<file path="src/rtl/heading_step_ctrl.sv">
// rtl/heading_step_ctrl.sv - keyboard-driven heading/run control stepping a position on a wrapping grid
module heading_step_ctrl #(
    parameter int X_W      = 8,
    parameter int Y_W      = 7,
    parameter int X_MAX    = 159,
    parameter int Y_MAX    = 119,
    parameter int X_INIT   = 80,
    parameter int Y_INIT   = 60,
    parameter int TICK_DIV = 833333,
    parameter int CNT_W    = 20
) (
    input  logic           CLOCK_50,
    input  logic           Resetn,
    input  logic           signalStraight,
    input  logic           signalLeft,
    input  logic           signalRight,
    input  logic           enable,
    output logic [X_W-1:0] pos_x,
    output logic [Y_W-1:0] pos_y,
    output logic [1:0]     heading,
    output logic           moving,
    output logic           step_pulse
);

    typedef enum logic {IDLE = 1'b0, RUN = 1'b1} state_t;

    state_t           state, next_state;
    logic             s_q, l_q, r_q;
    logic             s_edge, l_edge, r_edge;
    logic [CNT_W-1:0] cnt;
    logic             tick;
    logic             do_step;

    // edge registers clear on reset, so a level already high right after reset is a command
    assign s_edge  = signalStraight & ~s_q;
    assign l_edge  = signalLeft     & ~l_q;
    assign r_edge  = signalRight    & ~r_q;
    assign tick    = enable & (cnt == CNT_W'(TICK_DIV - 1));
    assign do_step = tick & (state == RUN);
    assign moving  = (state == RUN);

    always_comb begin
        next_state = state;
        if (s_edge) begin
            next_state = (state == IDLE) ? RUN : IDLE;
        end
    end

    always_ff @(posedge CLOCK_50) begin
        if (!Resetn) begin
            state <= IDLE;
            s_q   <= 1'b0;
            l_q   <= 1'b0;
            r_q   <= 1'b0;
            cnt   <= '0;
        end else begin
            state <= next_state;
            s_q   <= signalStraight;
            l_q   <= signalLeft;
            r_q   <= signalRight;
            if (!enable || tick) begin
                cnt <= '0;
            end else begin
                cnt <= cnt + 1'b1;
            end
        end
    end

    // simultaneous L and R cancel
    always_ff @(posedge CLOCK_50) begin
        if (!Resetn) begin
            heading <= 2'd1;
        end else if (l_edge && !r_edge) begin
            heading <= heading - 2'd1;
        end else if (r_edge && !l_edge) begin
            heading <= heading + 2'd1;
        end
    end

    // a step uses the heading held before this edge, not one turned on the same edge
    always_ff @(posedge CLOCK_50) begin
        if (!Resetn) begin
            pos_x      <= X_W'(X_INIT);
            pos_y      <= Y_W'(Y_INIT);
            step_pulse <= 1'b0;
        end else begin
            step_pulse <= do_step;
            if (do_step) begin
                case (heading)
                    2'd0: pos_y <= (pos_y == '0) ? Y_W'(Y_MAX) : pos_y - 1'b1;
                    2'd1: pos_x <= (pos_x == X_W'(X_MAX)) ? '0 : pos_x + 1'b1;
                    2'd2: pos_y <= (pos_y == Y_W'(Y_MAX)) ? '0 : pos_y + 1'b1;
                    default: pos_x <= (pos_x == '0) ? X_W'(X_MAX) : pos_x - 1'b1;
                endcase
            end
        end
    end

endmodule

</file>
<file path="config.mk">
export PLATFORM = sky130hd
export DESIGN_NAME = heading_step_ctrl
export DESIGN_NICKNAME = d
export VERILOG_FILES = /design/src/rtl/heading_step_ctrl.sv
export SDC_FILE = /design/constraint.sdc
export NUM_CORES = 1
export LEC_CHECK = 0
export ABC_AREA = 1
export BUFFER_PORTS_ARGS = -buffer_cell sky130_fd_sc_hd__clkbuf_2
export CORE_MARGIN = 3
export CORE_UTILIZATION = 60
export CTS_BUF_LIST = sky130_fd_sc_hd__clkbuf_16
export DETAILED_ROUTE_END_ITERATION = 8
export HOLD_SLACK_MARGIN = 0.12
export PLACE_DENSITY_LB_ADDON = 0.12
export SKIP_LAST_GASP = 1
export SLEW_MARGIN = 0
export SYNTH_ARGS = -nofsm -noshare
export SYNTH_HDL_FRONTEND = slang
export SYNTH_SLANG_ARGS = --single-unit
export TNS_END_PERCENT = 50
</file>
<file path="constraint.sdc">
create_clock -name CLOCK_50 -period 2.55 [get_ports CLOCK_50]
set_input_delay 0.51 -clock CLOCK_50 [delete_from_list [all_inputs] [get_ports CLOCK_50]]
set_output_delay 0.51 -clock CLOCK_50 [all_outputs]
set_load 0.01 [all_outputs]
</file>
# Word-level counts from Yosys, hierarchy flattened
# Cells that the tools add are included.
# totals
reg_bits,42
input_bits,6
out_inout_bits,19
elab_cells,55
# classes
add_sub_neg,7
eq_ne,5
n_mux,9
n_bitwise,10
n_reduce_logical,15
# op_table
operator,n
adder 20 x 1 -> 20 bit (second input constant),1
equality test 20 bit (second input constant),1
two-way mux 8 bit,2
case mux 8 bit (2 select lines),1
two-way mux 7 bit,2
case mux 7 bit (2 select lines),1
adder 8 x 1 -> 8 bit (second input constant),1
equality test 8 bit (second input constant),1
logical NOT 8 bit,1
subtractor 8 x 1 -> 8 bit (second input constant),1
adder 7 x 1 -> 7 bit (second input constant),1
equality test 7 bit (second input constant),1
logical NOT 7 bit,1
subtractor 7 x 1 -> 7 bit (second input constant),1
bitwise AND 1 bit,5
NOT 1 bit,5
two-way mux 2 bit,2
AND reduction 2 bit,2
nonzero test 2 bit,2
OR reduction 2 bit,2
logical NOT 1 bit,3
adder 2 x 1 -> 2 bit (second input constant),1
equality test 2 x 1 -> 1 bit (second input constant),1
equality test 2 bit (second input constant),1
5 further kinds,6

# Logic depth before layout (Yosys ltp)
# Gate-level depths: netlist of run 1.
# depth
word_depth,6
ltp_mapped,12
depth_no_buf,12

# Worst setup path before layout of run 1
# Ideal clock, no wire load.
# synth_path
path_kind,register to register
start,reg heading[0]
end,reg pos_y[0]
setup_ns,0.113
t_arrival_ns,1.422
required_ns,2.437
setup_slack_ns,1.015
stages_incl_launch_ff,10
path_buffers,1
period_less_slack_ns,1.535
cell_sequence,dfxtp_1 > inv_1 > ha_1 > nor2_1 > inv_1 > nand3_2 > buf_6 > nand2_1 > inv_1 > nor2_1
# synth_via
elab_chain_len,3
word_cells_on_any_way,5
cone_classes,1 x eq/ne; 1 x mux; 3 x reduce/logical
# synth_rtl
item,line_no,text
start: declaration,20,"output logic [1:0] heading,"
start signal: assignment,74,heading <= heading - 2'd1;
start signal: assignment,76,heading <= heading + 2'd1;
equality test 2 bit / logical NOT 2 bit (equally long branches),89,case (heading)
nonzero test 2 bit (no line),-,
AND reduction 2 bit (no line),-,
end signal: assignment,84,pos_y <= Y_W'(Y_INIT);
end signal: assignment,90,2'd0: pos_y <= (pos_y == '0) ? Y_W'(Y_MAX) : pos_y - 1'b1;
end signal: assignment,92,2'd2: pos_y <= (pos_y == Y_W'(Y_MAX)) ? '0 : pos_y + 1'b1;
end: declaration,19,"output logic [Y_W-1:0] pos_y,"
# Several ways; a longest one is shown, not always the timed one.
# A chain may end at the register's enable or synchronous reset.

# Worst setup path in the final report of run 1
# layout_path
start,reg heading[0]
end,reg pos_y[5]
# Same word-level chain as after synthesis.

==> metrics.md, run 1 <==
| Metric | Value |
|---|---|
| Inserted Diodes | 0 |
| Top cells by area, synth | dfxtp_1 (31%), nand2_1 (16%), nor2_1 (9.4%), inv_1 (7.2%), nand3_1 (6.6%) |
| WP data arrival | 1.90 ns |
| Mapped Nets | 448 |
| CP bufs+invs | 3 |
| Final worst slack | 0.8030 ns |
| I/O Pins | 25 |
| Final nets | 473 |
| CTS buffer count | 5 |
| Vias in the first global route | 2547 |
| Routed vias/inst | 5.343 |
| Slew Limit Fails | 0 |
| Gpl congestion | 0.9184 |
| Core area | 4173 µm² |
| Crit end category | flop |
| PostCTS Resize Cnt | 0 |
| Fmax | 572.4 MHz |
| Port Buf Inserts | 24 |
| # rows | 23 |
| Synth warn | 0 |
| Post-CTS Setup Repair Bufs | 0 |
| Root Buffer | clkbuf_16 |
| Flops & latches, synth | 42 |
| Setup TNS | 0 ns |
| CP max stage cell | dfxtp_1 |
| Worst Skew | 0.005009 ns |
| Netlist cell types | 33 |
| Final Cycle Share | 68.51% |
| Drt first pass iters | 5 |
| Max-Cap Viols | 0 |
| Crit path cell chain | inv_1, ha_1, nor2_1, inv_1, nand3_2, inv_1, nand2_1, nand3_1 |
| Seq/Total Area, Yosys | 30.88% |
| CP dominant cell by count | inv_1 |
| Total grt overflow | 0 |
| Leak | 1.434 nW |
| Post-route DRC | 0 |
| Initial antenna violation count | 0 |
| Clk sinks | 42 |
| Via count | 2709 |
| Clock Path Buffers | 2 |
| Largest net degree at the start of global routing | 21 |
| CTS tree | done |
| Syn-to-layout area delta | 10.48% |
| DRT antenna net count | 0 |
| Most common cell after layout, fill and taps aside | nand2_1 |
| RSZ-0062 raised after global routing | false |
| H-tree depth | 2 |
| Slew @ Worst Pin | 0.4127 ns |
| GRT Resource Usage Total | 24.59% |
| Startpoint Class | flop |
| Max-slew headroom at the worst pin | 72.28% |
| Tmin final | 1.747 ns |
| Worst vdd ir | 0.0003223 V |
| WS Path Type | reg -> reg |
| Die area | 5382 µm² |
| Post-DP HPWL | 4526 µm |
| Cell Pwr Density | 471.4 nW/µm² |
| Die Span Y | 73.36 µm |
| CP max FO | 11 |
| Final WL | 6132 µm |
| Worst path top cell family by delay | simple AND/OR/NAND/NOR gates |
| Worst slack, placed | 0.8514 ns |
| Worst Hold Class | in -> reg |
| Chip width | 73.36 µm |
| Slowest Stage Delay on Critical Path | 0.38 ns |
| Leading area contributor after synthesis | dfxtp_1 |
| Synth Instances | 431 |
| Mapped Avg Cell Area | 6.317 µm² |
| Status | finished clean |
| Layout cells sized above 1 | 11.60% |
| Setup violations, final | 0 |
| Crit path required time | 2.70 ns |
| Synthesized area | 2723 µm² |
| Post-CTS Hold Fix Bufs | 0 |
| Post-synth top area share | 30.88% |
| Wire per inst | 12.09 µm |
| Drt first-iter violations | 182 |
| Final hold vios | 0 |
| Fillers | 352 |
| First-pass GRT wire length | 10520 µm |
| Clock Pin Slew Worst Setup and Hold Paths | 0.06 ns |
| Initial core utilization | 65.25% |
| Clk_lat worst skew | 0.28 ns |
| Most frequent cells in the layout | nand2_1 (113), nor2_1 (68), inv_1 (52) |
layer usage:
metal | wire length (µm) | track usage, % | part of all wire, %
met1 | 2779 | 29.70 | 45
met2 | 3020 | 43.30 | 49
met3 | 278 | 4.788 | 4.5
met4 | 53 | 8.451 | 0.86
met5 | 0 | 0 | 0
final timing paths:
kind	slack, ns	start	depth (start not counted)	endpoint
worst max-delay path	0.80	heading[0]$_SDFFE_PN1P_	8	pos_y[5]$_SDFFE_PN1P_
worst min-delay path	0.42	signalLeft	3	l_q$_SDFF_PN0_
worst max register to register	0.80	heading[0]$_SDFFE_PN1P_	8	pos_y[5]$_SDFFE_PN1P_
worst min register to register	0.47	cnt[0]$_SDFF_PP0_	1	cnt[0]$_SDFF_PP0_
cells by family after synthesis:
family	share of synthesized area (%)
compound gates	7.445
xor+xnor	4.504
fa+ha+maj	5.055
buf+inv	9.696
flops	30.88
simple gates	42.42
state kept, by name (all words and copies together) (netlist names):
signal      cells
pos_y           7
moving          1
cnt            20
step_pulse      1
l_q             1
heading         2
r_q             1
pos_x           8
s_q             1
report_power, final:
group | total [mW] | leakage, nW | switching (mW) | internal (mW)
sequential | 0.675 | 0.340 | 0.00819 | 0.666
clock | 0.612 | 0.0672 | 0.254 | 0.357
combinational | 0.132 | 1.03 | 0.0876 | 0.0441
total | 1.42 | 1.43 | 0.350 | 1.07
final cells by class:
class / instances / area, µm² / area share, %
Multi-Input combinational cell: 324 / 1618 / 53.79
Timing Repair Buffer: 25 / 127.6 / 4.243
Tap cell: 50 / 62.56 / 2.080
Sequential cell: 42 / 840.8 / 27.95
Clock inverter: 3 / 16.27 / 0.5408
Clock buffer: 5 / 125.1 / 4.160
Inverter: 58 / 217.7 / 7.238
worst reg2reg max path: cells and delay by family, from the launching register on:
| family | cells | cell delay [ns] |
|---|---|---|
| fa+ha+maj | 1 | 0.25 |
| flops | 1 | 0.38 |
| buf+inv | 3 | 0.30 |
| simple gates | 4 | 0.69 |
Yosys cell counts, drive strengths merged:
master	n
nor4	1
or2	8
a21oi	19
clkinv	1
o21ai	13
buf	5
nand3	41
ha	11
o21bai	1
o211ai	1
dfxtp	42
nor3	10
a211oi	2
nand2	115
xor2	12
nand4	12
inv	57
clkbuf	2
nand3b	2
nor2	71
nor3b	1
a31oi	2
xnor2	2
per-stage QoR:
stage	hold WS [ns]	instance area, µm²	util [%]	cells	power, mW
after floorplan	0.4403	2723	-	431	0.7832
after global routing	0.4230	3008	72.08	507	1.480
after CTS	0.4207	3008	72.08	507	1.429
after global placement	0.4540	2867	68.70	499	0.8145
after detailed placement	0.4592	2867	68.70	499	0.8172
final	0.4222	3008	72.08	507	1.418
No activity file was read; power rests on OpenSTA's default activity.
==> run 2: changes to the inputs <==
--- a/config.mk
+++ b/config.mk
@@ -5,10 +5,10 @@
 export SDC_FILE = /design/constraint.sdc
 export NUM_CORES = 1
 export LEC_CHECK = 0
-export ABC_AREA = 1
+export ABC_AREA = 0
 export BUFFER_PORTS_ARGS = -buffer_cell sky130_fd_sc_hd__clkbuf_2
 export CORE_MARGIN = 3
-export CORE_UTILIZATION = 60
+export CORE_UTILIZATION = 53
 export CTS_BUF_LIST = sky130_fd_sc_hd__clkbuf_16
 export DETAILED_ROUTE_END_ITERATION = 8
 export HOLD_SLACK_MARGIN = 0.12
==> constraint.sdc (replaced) <==
create_clock -name CLOCK_50 -period 1.6 [get_ports CLOCK_50]
set_input_delay 0.32 -clock CLOCK_50 [delete_from_list [all_inputs] [get_ports CLOCK_50]]
set_output_delay 0.32 -clock CLOCK_50 [all_outputs]
set_load 0.01 [all_outputs]
==> metrics.md, run 2 <==
| Metric | Value |
|---|---|
| WS Path Type | reg -> reg |
| Initial core utilization | 55.27% (-10 points) |
| Chip width | 73.85 µm (+0.67%) |
| Worst Hold Class | in -> reg |
| Cell Int Power | 2.000 mW (+87%) |
| Drt first pass iters | 4 (-1) |
| Setup violations, final | 36 (+36) |
| Max-Cap Viols | 0 (unchanged) |
| Final Cycle Share | 117.3% (+49 points) |
| Routed vias/inst | 5.691 (+6.5%) |
| Leak | 1.492 nW (+4.1%) |
| Crit path cell chain | or4b_4, nor3_4, and3_4, mux2i_1, nor2_1 |
| Slowest Stage Delay on Critical Path | 0.56 ns (+0.18 ns) |
| Synth Instances | 308 (-29%) |
| Final hold vios | 0 (unchanged) |
| Synthesized area | 2440 µm² (-10%) |
| Crit path required time | 1.76 ns (-0.94 ns) |
| CP bufs+invs | 0 (-3) |
| Prevailing post-synth register cell | dfxtp_1 |
| Final WL | 6863 µm (+12%) |
| Post-route DRC | 0 (unchanged) |
| CTS tree | done |
| Worst Skew | 0.007126 ns (+0.002117 ns) |
| Initial antenna violation count | 0 (unchanged) |
| I/O Pins | 25 (unchanged) |
| GRT Resource Usage Total | 26.28% (+1.7 points) |
| Switching power | 0.6500 mW (+86%) |
| Drt first-iter violations | 220 (+21%) |
| Worst path top cell family by delay | simple AND/OR/NAND/NOR gates |
| CTS buffer count | 5 (unchanged) |
| Regs by FF count | cnt (20), pos_x (8), pos_y (7) |
| First-pass GRT wire length | 11180 µm (+6.2%) |
| Max-slew headroom at the worst pin | 62.54% (-9.7 points) |
| Final nets | 417 (-12%) |
| DRT antenna net count | 0 (unchanged) |
| CP max FO | 7 (-4) |
| Final worst slack | -0.2773 ns (-1.080 ns) |
| Root Buffer | clkbuf_16 |
| Worst slack, placed | -0.2564 ns (-1.108 ns) |
| Worst vdd ir | 0.0005461 V (+69%) |
| Inserted Diodes | 0 (unchanged) |
| Synth warn | 0 (unchanged) |
| Fin Hold WS | 0.2573 ns (-0.1649 ns) |
| Most common cell after layout, fill and taps aside | buf_4 |
| Max reg flops | 20 (unchanged) |
| # rows | 24 (+4.3%) |
| Leading area contributor after synthesis | dfxtp_1 |
| Post-synth top area share | 34.46% (+3.6 points) |
| Tmin final | 1.877 ns (+0.1303 ns) |
| Largest net degree at the start of global routing | 15 (-29%) |
| Port Buf Inserts | 24 (unchanged) |
| RSZ-0062 raised after global routing | true |
| Wire per inst | 15.15 µm (+25%) |
| Gate power share | 15.6% (+6.3 points) |
| Crit end category | flop |
| Total grt overflow | 0 (unchanged) |
| Fmax | 532.7 MHz (-6.9%) |
| Clock Pin Slew Worst Setup and Hold Paths | 0.06 ns (about the same) |
| Clk sinks | 42 (unchanged) |
| Die area | 5454 µm² (+1.3%) |
| Violated checks | negative setup slack |
| Post-CTS Hold Fix Bufs | 0 (unchanged) |
| Slew @ Worst Pin | 0.5598 ns (+0.1471 ns) |
| Cell Pwr Density | 749.6 nW/µm² (+59%) |
| Layout cells sized above 1 | 36.41% (+25 points) |
| Via count | 2578 (-4.8%) |
| Net Sw Frac | 24.52% (-0.18 points) |
| Die Span Y | 73.85 µm (+0.67%) |
| Mapped Avg Cell Area | 7.922 µm² (+25%) |
| Status | finished, violations left |
| Gpl congestion | 0.9150 (-0.37%) |
| Clock share of power | 43.6% (+0.5 points) |
| Syn-to-layout area delta | 44.92% |
| Ys async rst share | 0% (unchanged) |
| Post-synth top cells | nor2_1 (43), dfxtp_1 (42), a21oi_1 (22) |
| Seq/Total Area, Yosys | 34.46% (+3.6 points) |
| Netlist cell types | 48 (+45%) |
| Mapped Nets | 325 (-27%) |
| Reg power frac | 40.8% (-6.8 points) |
| WP data arrival | 2.04 ns (+0.14 ns) |
| CP max stage cell | or4b_4 |
| Top cells by area, synth | dfxtp_1 (34%), nor2_1 (6.6%), ha_1 (5.6%), a21oi_1 (4.5%), xnor2_1 (3.9%) |
| Most frequent cell after synthesis | nor2_1 |
| Flops & latches, synth | 42 (unchanged) |
| Post-DP HPWL | 4591 µm (+1.4%) |
| Clk_lat worst skew | 0.28 ns (about the same) |
| Most frequent cells in the layout | buf_4 (69), nor2_1 (42), dfxtp_1 (34) |
| Vias in the first global route | 2504 (-1.7%) |
| H-tree depth | 2 (unchanged) |
| Clock Path Buffers | 2 (unchanged) |
| Core area | 4414 µm² (+5.8%) |
| Most flops, register | cnt |
| Startpoint Class | flop |
| Post-synth EDFFs | 0 (unchanged) |
| Slew Limit Fails | 0 (unchanged) |
## run 2: changes by cell type after synthesis, sizes merged, moves of 5 or more
cell and change:
nor2b +7, inv -41, clkbuf +10, nand3 -23, nor2 -28, nor4b +5, nor4 +5, xnor2 +9
nand2 -98, and3 +7, or2 -7
## run 2: worst paths after layout
kind / start / to / slack, ns / cells past startpoint
max: cnt[14]$_SDFF_PP0_ / pos_y[1]$_SDFFE_PN0P_ / -0.28 / 5
min: signalStraight / s_q$_SDFF_PN0_ / 0.26 / 2
max reg2reg: cnt[14]$_SDFF_PP0_ / pos_y[1]$_SDFFE_PN0P_ / -0.28 / 5
min reg2reg: cnt[0]$_SDFF_PP0_ / cnt[0]$_SDFF_PP0_ / 0.53 / 2
## run 2: layout make-up
| type | count | area, µm² |
|---|---|---|
| multi-input cells | 236 | 1629 |
| fillers | 284 | 878.3 |
| flip-flops and latches | 42 | 850.8 |
| repair buffers | 99 | 760.7 |
| clock buffers | 5 | 125.1 |
| well taps | 52 | 65.06 |
| inverters | 16 | 60.06 |
| clock inverters | 3 | 45.04 |
## run 2: power groups by stage
stage	Sequential (mW)	Combinational (mW)	Clock [mW]
after global routing	1.08	0.443	1.21
after global placement	1.10	0.334	0
after floorplan	1.11	0.185	0
after detailed placement	1.10	0.340	0
after CTS	1.08	0.383	1.18
final	1.08	0.415	1.15
## run 2: worst register-to-register path, cell delays in order, from the launching register on
cell and delay (ns):
dfxtp_2 0.32, or4b_4 0.56, nor3_4 0.30, and3_4 0.30, mux2i_1 0.22, nor2_1 0.06
## run 2: through the flow
stage	setup TNS [ns]	cells	power (mW)	area, µm²	util, %
after CTS	-4.233	449	2.639	3442	77.98
after floorplan	-1.915	308	1.292	2465	-
after global placement	-2.548	436	1.433	3104	70.32
after detailed placement	-3.558	436	1.440	3104	70.32
final	-6.945	453	2.650	3536	80.10
after global routing	-8.750	453	2.739	3536	80.10
## run 2: timing repair
| item | in CTS | in global routing |
|---|---|---|
| gates cloned | 2 | 0 |
| resized for setup | 20 | 24 |
| pin swaps | 9 | 15 |
| setup buffers | 3 | 5 |
| endpoints found under the setup margin | 35 | 35 |
## run 2: cell families (layout without fill, tap and decap cells)
kind of cell	after synthesis	count (layout)	share of synthesized area, %
simple gates	142	142	32.00
flops	42	42	34.46
xor+xnor	22	22	7.897
buf+inv	30	123	4.718
compound gates	59	59	14.46
fa+ha+maj	11	11	5.641
mux	2	2	0.8205
## run 2: routing by layer
layer	wire (µm)	GRT usage, %	vias up
li1	-	-	1275
met1	2875	30.25	1223
met2	3648	47.74	70
met3	253	5.335	10
met4	85	8.853	0
met5	0	0	-
